--- config.mk ---
export PLATFORM = sky130hd
export DESIGN_NAME = dmem_wbuf
export DESIGN_NICKNAME = d
export VERILOG_FILES = /design/src/rtl/dmem_pkg.sv /design/src/rtl/wbuf_fifo.sv /design/src/rtl/dmem_wbuf.sv
export SDC_FILE = /design/constraint.sdc
export NUM_CORES = 1
export LEC_CHECK = 0
export BUFFER_PORTS_ARGS = -buffer_cell sky130_fd_sc_hd__buf_2
export CELL_PAD_IN_SITES_DETAIL_PLACEMENT = 2
export CELL_PAD_IN_SITES_GLOBAL_PLACEMENT = 2
export CORE_UTILIZATION = 33
export DETAILED_ROUTE_END_ITERATION = 8
export GPL_TIMING_DRIVEN = 0
export PLACE_DENSITY_LB_ADDON = 0.1
export SETUP_SLACK_MARGIN = 0.5
export SLEW_MARGIN = 10
export SYNTH_ARGS = -nofsm -noshare
export SYNTH_HDL_FRONTEND = slang
export SYNTH_SLANG_ARGS = --single-unit
--- constraint.sdc ---
create_clock -name clk -period 4.2 [get_ports clk]
set_input_delay 0.21 -clock clk [delete_from_list [all_inputs] [get_ports clk]]
set_output_delay 0.21 -clock clk [all_outputs]
set_load 0.1 [all_outputs]
--- src/rtl/dmem_pkg.sv ---
// Shared types and defaults for the data-memory write buffer.
// Holds the drain FSM state encoding and the alignment helper.
package dmem_pkg;

    localparam int unsigned DEFAULT_DEPTH = 4;
    localparam int unsigned DEFAULT_AW    = 64;
    localparam int unsigned DEFAULT_DW    = 64;

    typedef enum logic [0:0] {
        IDLE = 1'b0,
        REQ  = 1'b1
    } drain_state_e;

    // Doublewords only: the low three address bits must be clear.
    function automatic logic dw_aligned(input logic [2:0] lsb);
        return (lsb == 3'b000);
    endfunction

endpackage

--- src/rtl/wbuf_fifo.sv ---
// Circular store buffer with head/tail pointers, occupancy count and a
// parallel doubleword-address compare for store-to-load forwarding.
module wbuf_fifo
    import dmem_pkg::*;
#(
    parameter int unsigned DEPTH = DEFAULT_DEPTH,
    parameter int unsigned AW    = DEFAULT_AW,
    parameter int unsigned DW    = DEFAULT_DW,
    localparam int unsigned PW   = $clog2(DEPTH),
    localparam int unsigned CW   = PW + 1
) (
    input  logic          clk,
    input  logic          rst_n,
    input  logic          i_push,
    input  logic [AW-1:0] i_push_addr,
    input  logic [DW-1:0] i_push_data,
    input  logic          i_pop,
    output logic [AW-1:0] o_head_addr,
    output logic [DW-1:0] o_head_data,
    output logic [CW-1:0] o_count,
    output logic          o_full,
    output logic          o_empty,
    input  logic [AW-4:0] i_rd_tag,
    output logic          o_rd_hit,
    output logic [DW-1:0] o_rd_data
);

    logic [AW-1:0] r_addr [DEPTH];
    logic [DW-1:0] r_data [DEPTH];
    logic [PW-1:0] r_head;
    logic [PW-1:0] r_tail;
    logic [CW-1:0] r_count;

    logic          w_push;
    logic          w_pop;
    logic [PW-1:0] w_idx;

    assign o_full  = (r_count == CW'(DEPTH));
    assign o_empty = (r_count == '0);
    assign o_count = r_count;

    assign w_push = i_push && !o_full;
    assign w_pop  = i_pop && !o_empty;

    assign o_head_addr = r_addr[r_head];
    assign o_head_data = r_data[r_head];

    // Payload needs no reset: validity is tracked by pointers and count alone.
    always_ff @(posedge clk) begin
        if (w_push) begin
            r_addr[r_tail] <= i_push_addr;
            r_data[r_tail] <= i_push_data;
        end
    end

    always_ff @(posedge clk or negedge rst_n) begin
        if (!rst_n) begin
            r_head  <= '0;
            r_tail  <= '0;
            r_count <= '0;
        end else begin
            if (w_push) begin
                r_tail <= r_tail + PW'(1);
            end
            if (w_pop) begin
                r_head <= r_head + PW'(1);
            end
            if (w_push && !w_pop) begin
                r_count <= r_count + CW'(1);
            end else if (w_pop && !w_push) begin
                r_count <= r_count - CW'(1);
            end
        end
    end

    // Walk oldest to newest so the last match (newest store) wins.
    always_comb begin
        o_rd_hit  = 1'b0;
        o_rd_data = '0;
        w_idx     = r_head;
        for (int unsigned k = 0; k < DEPTH; k++) begin
            w_idx = r_head + PW'(k);
            if ((CW'(k) < r_count) && (r_addr[w_idx][AW-1:3] == i_rd_tag)) begin
                o_rd_hit  = 1'b1;
                o_rd_data = r_data[w_idx];
            end
        end
    end

endmodule

--- src/rtl/dmem_wbuf.sv ---
// Data-memory store responder: buffers core stores and drains them in order
// to backing memory over req/ack, with forwarding lookup and drained flag.
module dmem_wbuf
    import dmem_pkg::*;
#(
    parameter int unsigned DEPTH = DEFAULT_DEPTH,
    parameter int unsigned AW    = DEFAULT_AW,
    parameter int unsigned DW    = DEFAULT_DW
) (
    input  logic                   clk,
    input  logic                   rst_n,
    input  logic                   memwrite,
    input  logic [AW-1:0]          address,
    input  logic [DW-1:0]          data,
    output logic                   stall,
    output logic                   mem_req,
    output logic [AW-1:0]          mem_addr,
    output logic [DW-1:0]          mem_wdata,
    input  logic                   mem_ack,
    input  logic [AW-1:0]          rd_addr,
    output logic                   rd_hit,
    output logic [DW-1:0]          rd_data,
    output logic                   misalign,
    output logic [$clog2(DEPTH):0] count,
    output logic                   drained
);

    localparam int unsigned CW = $clog2(DEPTH) + 1;

    drain_state_e  r_state;
    logic          r_mem_req;
    logic          r_misalign;

    logic          w_aligned;
    logic          w_push;
    logic          w_pop;
    logic          w_more;
    logic          w_full;
    logic          w_empty;
    logic [CW-1:0] w_count;
    logic [AW-1:0] w_head_addr;
    logic [DW-1:0] w_head_data;
    logic          w_unused_rd_lsb;

    assign w_aligned = dw_aligned(address[2:0]);
    assign w_push    = memwrite && !w_full && w_aligned;
    assign w_pop     = r_mem_req && mem_ack;
    // Occupancy after this cycle's pop stays nonzero: keep requesting back-to-back.
    assign w_more    = (w_count > CW'(1)) || w_push;

    assign w_unused_rd_lsb = ^rd_addr[2:0];

    wbuf_fifo #(
        .DEPTH (DEPTH),
        .AW    (AW),
        .DW    (DW)
    ) u_fifo (
        .clk         (clk),
        .rst_n       (rst_n),
        .i_push      (w_push),
        .i_push_addr (address),
        .i_push_data (data),
        .i_pop       (w_pop),
        .o_head_addr (w_head_addr),
        .o_head_data (w_head_data),
        .o_count     (w_count),
        .o_full      (w_full),
        .o_empty     (w_empty),
        .i_rd_tag    (rd_addr[AW-1:3]),
        .o_rd_hit    (rd_hit),
        .o_rd_data   (rd_data)
    );

    always_ff @(posedge clk or negedge rst_n) begin
        if (!rst_n) begin
            r_state   <= IDLE;
            r_mem_req <= 1'b0;
        end else begin
            unique case (r_state)
                IDLE: begin
                    if (!w_empty) begin
                        r_state   <= REQ;
                        r_mem_req <= 1'b1;
                    end
                end
                REQ: begin
                    if (mem_ack && !w_more) begin
                        r_state   <= IDLE;
                        r_mem_req <= 1'b0;
                    end
                end
                default: begin
                    r_state   <= IDLE;
                    r_mem_req <= 1'b0;
                end
            endcase
        end
    end

    always_ff @(posedge clk or negedge rst_n) begin
        if (!rst_n) begin
            r_misalign <= 1'b0;
        end else if (memwrite && !w_aligned) begin
            r_misalign <= 1'b1;
        end
    end

    assign stall     = w_full;
    assign mem_req   = r_mem_req;
    assign mem_addr  = r_mem_req ? w_head_addr : '0;
    assign mem_wdata = r_mem_req ? w_head_data : '0;
    assign misalign  = r_misalign;
    assign count     = w_count;
    assign drained   = w_empty && (r_state == IDLE);

endmodule

After elaboration in Yosys (flattened, before gate mapping)
Memory sizes are Yosys's and may differ from the RTL's.
Cells that the tools add are included.

operators by class
  $add $sub $neg = 6
  $mul = 0
  divide/modulo/power cells = 0
  order comparisons = 5
  eq/ne operators = 7
  shift operators = 0
  multiplexer cells = 20
  bitwise operators = 1
  reduce and logical (&&, ||, !) cells = 25

operator list
  kind                 count
  $mux 64              6
  $eq 61x61->1         4
  $logic_and 1x1->1    14
  $mux 1               10
  $logic_not 1->1      6
  $logic_not 3->1      2
  $lt 1x3->1 const A   2
  $lt 2x3->1 const A   2
  $mux 3               2
  $add 2x1->2 const B  2
  $add 2x2->2 const B  2
  $pmux 1 s2           2
  $add 3x1->3 const B  1
  $eq 3x3->1 const B   1
  $gt 3x1->1 const B   1
  $sub 3x1->3 const B  1
  $ne 2x1->1 const B   1
  $ne 2x2->1 const B   1
  $reduce_and 2->1     1
  $reduce_bool 2->1    1
  $logic_or 1x1->1     1
  $not 1->1            1

word-level totals
  bits in registers = 10
  latch bits = 0
  RAM bits = 512
  bits in read-only memories = 0
  output and inout bits = 200
  word-level logic and storage cells = 72
  memories kept = 2

memories
  name           depth  width  read ports  clocked after Yosys merged registers in  write ports  RTL line         RTL
  u_fifo.r_addr  4      64     4           0                                        1            wbuf_fifo.sv:28  logic [AW-1:0] r_addr [DEPTH];
  u_fifo.r_data  4      64     4           0                                        1            wbuf_fifo.sv:29  logic [DW-1:0] r_data [DEPTH];

Longest topological paths before layout
  depth in word-level cells = 9
  gate-level depth with buffers = 18

Modules after synthesis
From an unflattened synthesis, not the netlist that was laid out.

unflattened totals
  cells, all modules = 2723
  area, all modules = 35273.8 um^2

modules (own cells, without submodules)
  module     times used  cells each  area each (um^2)  seq. area each (um^2)
  wbuf_fifo  1           2567        34264.1           15549.9
  dmem_wbuf  1           156         1009.7            75.1

Worst setup path after synthesis
No wires, ideal clock.

  path type = register to output
  start point = register u_fifo.r_count[1] (netlist: u_fifo.o_count[1])
  end point = output port rd_data[41]
  data arrival time = 6.022 ns
  data required time = 3.990 ns
  setup slack = -2.032 ns
  cell stages (with the launch flop) = 12
  buffers on the path = 1
  path through = dfrtp_1 inv_1 ha_1 o21ba_2 nor2_1 or4_1 nor4_1 nand4b_1 nor4_2 clkbuf_1 mux2_2 a221oi_1

between the ends
  word-level cells in the longest chain between the ends = 6

ends and longest elaborated chain
  element                 RTL line         RTL
  from (decl)             wbuf_fifo.sv:32  logic [CW-1:0] r_count;
  from (signal assigned)  wbuf_fifo.sv:69  r_count <= r_count + CW'(1);
  from (signal assigned)  wbuf_fifo.sv:71  r_count <= r_count - CW'(1);
  $lt 1x3->1              wbuf_fifo.sv:83  if ((CW'(k) < r_count) && (r_addr[w_idx][AW-1:3] == i_rd_tag)) begin
  $logic_and 1x1->1       wbuf_fifo.sv:83
  $mux 64 (3 in series)   wbuf_fifo.sv:83
  $mux 64 *               wbuf_fifo.sv:83
  to (decl)               dmem_wbuf.sv:22  output logic [DW-1:0] rd_data,

Every way passes the cells marked *; elsewhere a longest branch is shown, timed or not.

Final worst setup path
  start point = register u_fifo.r_head[1]
  end point = output port rd_data[54]

between the ends
  word-level cells in the longest chain between the ends = 7

ends and longest elaborated chain
  element                                            RTL line         RTL
  from (decl)                                        wbuf_fifo.sv:30  logic [PW-1:0] r_head;
  from (signal assigned)                             wbuf_fifo.sv:66  r_head <= r_head + PW'(1);
  $add 2x1->2 or $mem_v2 4x64 (tied branches)        --
  $mem_v2 4x64 or $eq 61x61->1 (tied branches)       --
  $eq 61x61->1 or $logic_and 1x1->1 (tied branches)  wbuf_fifo.sv:83
  $logic_and 1x1->1 or $mux 64 (tied branches)       wbuf_fifo.sv:83
  $mux 64 (2 in series)                              wbuf_fifo.sv:83
  $mux 64 *                                          wbuf_fifo.sv:83

Marked as above.

==> metrics <==
Buf/Inv on CP 8; warnings from Yosys 0; violated checks negative setup slack; clock skew 17.6 ps; Num CTS Buffers 67; startpoint types register; asr flop ratio synth 1.92%; Cell Rows 118; minimum clock period 5860 ps; Post-synth EDFFs 512; largest net degree at the start of global routing 41; Worst path most repeated cell buf_16; RePlAce Congestion 1.02; Finish-stage setup viols 65; Layout Cells excl Fill 5224; Max VDD drop 934 uV; clock latency at the later pin of the worst-skew pair 680 ps; initial antenna violation count 26; full die area 107000 um2; RSZ-0062 raised after global routing yes; ANT nets after route 0; root cell of the clock tree clkbuf_16; final net count 3986; post-synthesis cell area 34800 um2; Seq cells post-synth 522; CP max stage cell nand4_1; Worst Slack Setup Final -1660 ps; ys flop type edfxtp_1; first-pass GRT wire length 297000 um; layout cells sized above 1 38.9%; crit-path max FO 7; Die Ht 327 um; most frequent cell after synthesis edfxtp_1; dominant cells by area after synthesis edfxtp_1 (44%), mux2i_1 (14%), mux2_2 (6.1%); post-synth top area share 44.2%; Synth area leader edfxtp_1; worst r2r src u_fifo.o_count[0]; Critical Path Start u_fifo.r_head[1]; Post-Route WL 226000 um; Slew Limit Fails 0; wire per inst 43.3 um; Least-Margin Pin Slew 1430 ps; R2R Setup Slk 1220 ps; TritonCTS clock tree built; CP max stage delay 600 ps; Register-to-Register Path Depth 8; Die W 327 um; Mapped Avg Cell Area 11.5 um2; Pwr per Cell Area 892 nW/um2; post-synthesis sequential area ratio 44.9%; final global-route overflow total 0; Non-Filler Cell Area, Final 51600 um2; Syn Nets 3224; Setup crit end rd_data[54]; GR Util All Layers 40.0%; worst path cell trace buf_6 > buf_16 > buf_16 > buf_16 > mux2_4 > mux2i_1 > xnor2_1 > nand4_1 > nor4_4 > nand3_2 > nand4bb_4 > buf_12 > buf_6 > buf_8 > mux2_4 > a221oi_4 > buf_12; WP data required 3990 ps; Reg-to-Reg End u_fifo.r_data[1][38]; vias in the first global route 35200; CP Capture Type output port; synth cell count leaders edfxtp_1 (512), mux2i_1 (483), nand2_1 (367); H-tree depth 3; placed inst area 40600 um2; Initial Util 33.4%; core region area 104000 um2; Peak Freq 171 MHz; Arr. time, crit path 5650 ps; clk buf depth 3; Initial DRC Count 3741; # Max-Cap Violations 0; I/O pin cnt 396; Leak Pwr 0.0193 uW; fin crit share 139%; endpoints failing hold 0; share of the core filled with cells 49.6%; Vias per Instance 6.52; WP depth 17; Slew Limit Headroom 4.49%; Synth-to-Final Area Change 48.4%; via count 34100; CP Class reg2out; area of the multi-input gates 21200 um2; outcome complete, but fails checks; Sink Count 522; Filler cells 9784; post-DP HPWL 155000 um; IO Port Bufs 358; Synth Instances 3019; placed cell count 4770; DRC 0; clock slew at the register clock pins of the worst setup and hold paths 60 ps; Register Area 15600 um2; DRT Pass-1 Iters 6; Worst Hold Class in2reg; delay-heaviest family, CP simple AND/OR/NAND/NOR gates; Synth cell types 76
-- flip-flops by register name, indices dropped and copies added, names as in the netlist --
name,cells
u_fifo.r_addr,256
u_fifo.r_data,256
u_fifo.o_count,3
u_fifo.r_head,2
u_fifo.r_tail,2
mem_req,1
misalign,1
r_state,1
-- worst register-to-register path, delay by kind of cell (launching register included) --
kind / cells / cell delay (ps)
flip-flops: 1 / 480
AND/OR/NAND/NOR: 3 / 870
buffers and inverters: 4 / 970
adder cells (fa/ha/maj): 1 / 220
-- kinds of logic after synthesis --
kind of cell	share of synthesized area, %
xor gates and xnor gates	4.35
buffers and inverters	4.50
and+or+nand+nor	11.5
adders and majority gates	0.324
DFF	44.9
muxes	24.0
AOI/OAI and AO/OA	10.4
-- how the worst min path moves through the flow --
stage           startpoint                    to  slack (ps)  depth (start not counted)
2_1_floorplan        rst_n               mem_req         -90                          0
3_3_place_gp         rst_n              misalign          90                          1
3_5_place_dp         rst_n              misalign          90                          1
4_1_cts        address[19]  u_fifo.r_addr[0][19]         270                          2
5_1_grt           data[42]  u_fifo.r_data[1][42]         300                          2
6_report       address[16]  u_fifo.r_addr[3][16]         300                          2
-- per-stage QoR --
step	hold slack [ps]	setup WS (ps)	setup TNS [ps]	power, uW
after floorplan	-85.6	-189	-7150	23900
after global placement	85.1	-3180	-774270	31600
after detailed placement	88.2	-3280	-343300	31800
after CTS	271	-1430	-87530	43000
after global routing	299	-1570	-95120	46300
final	301	-1660	-99960	46100
-- metal layers --
metal	track usage, %	wire [um]
met5	0	65
met4	16.0	10400
met3	9.92	22000
met2	60.8	99700
met1	54.4	93900
-- what timing repair did --
item / CTS / global route
endpoints found under the hold margin: 526 / 0
pin swaps: 88 / 82
setup endpoints to repair: 170 / 169
setup buffers: 118 / 55
hold buffers: 132 / 0
gates cloned: 5 / 12
gates resized for setup: 1069 / 378
-- area by class of cell --
class | instances | share of cell area, %
Tap cell | 1380 | 3.34
Multi-Input combinational cell | 2182 | 41.1
Timing Repair Buffer | 693 | 14.6
Clock buffer | 87 | 3.51
Sequential cell | 522 | 30.3
Clock inverter | 28 | 0.422
Buffer | 288 | 6.45
Inverter | 27 | 0.220
Antenna cell | 17 | 0.0824
-- power by group --
group	switching [uW]	internal, uW
clock network	2530	3170
logic	22500	11800
registers	155	5930
total	25200	20900
-- layout by cell type (no fill, tap or decap), types with 39 or more instances in the layout --
master	count
edfxtp_1	512
mux4_2	62
nand2_1	357
buf_2	229
o211ai_1	40
clkbuf_16	101
buf_12	184
buf_6	49
a221oi_4	66
a21oi_1	39
mux2_2	134
mux2i_2	79
nor2_1	62
nand4_1	92
nor4_1	44
xnor2_1	92
clkbuf_1	87
buf_16	41
xor2_1	59
mux2i_4	45
and2_1	49
a221o_1	66
nand2b_1	62
mux2i_1	359
buf_4	155
dlygate4sd3_1	132
mux2_4	55
Power figures use the tool's default switching activity.
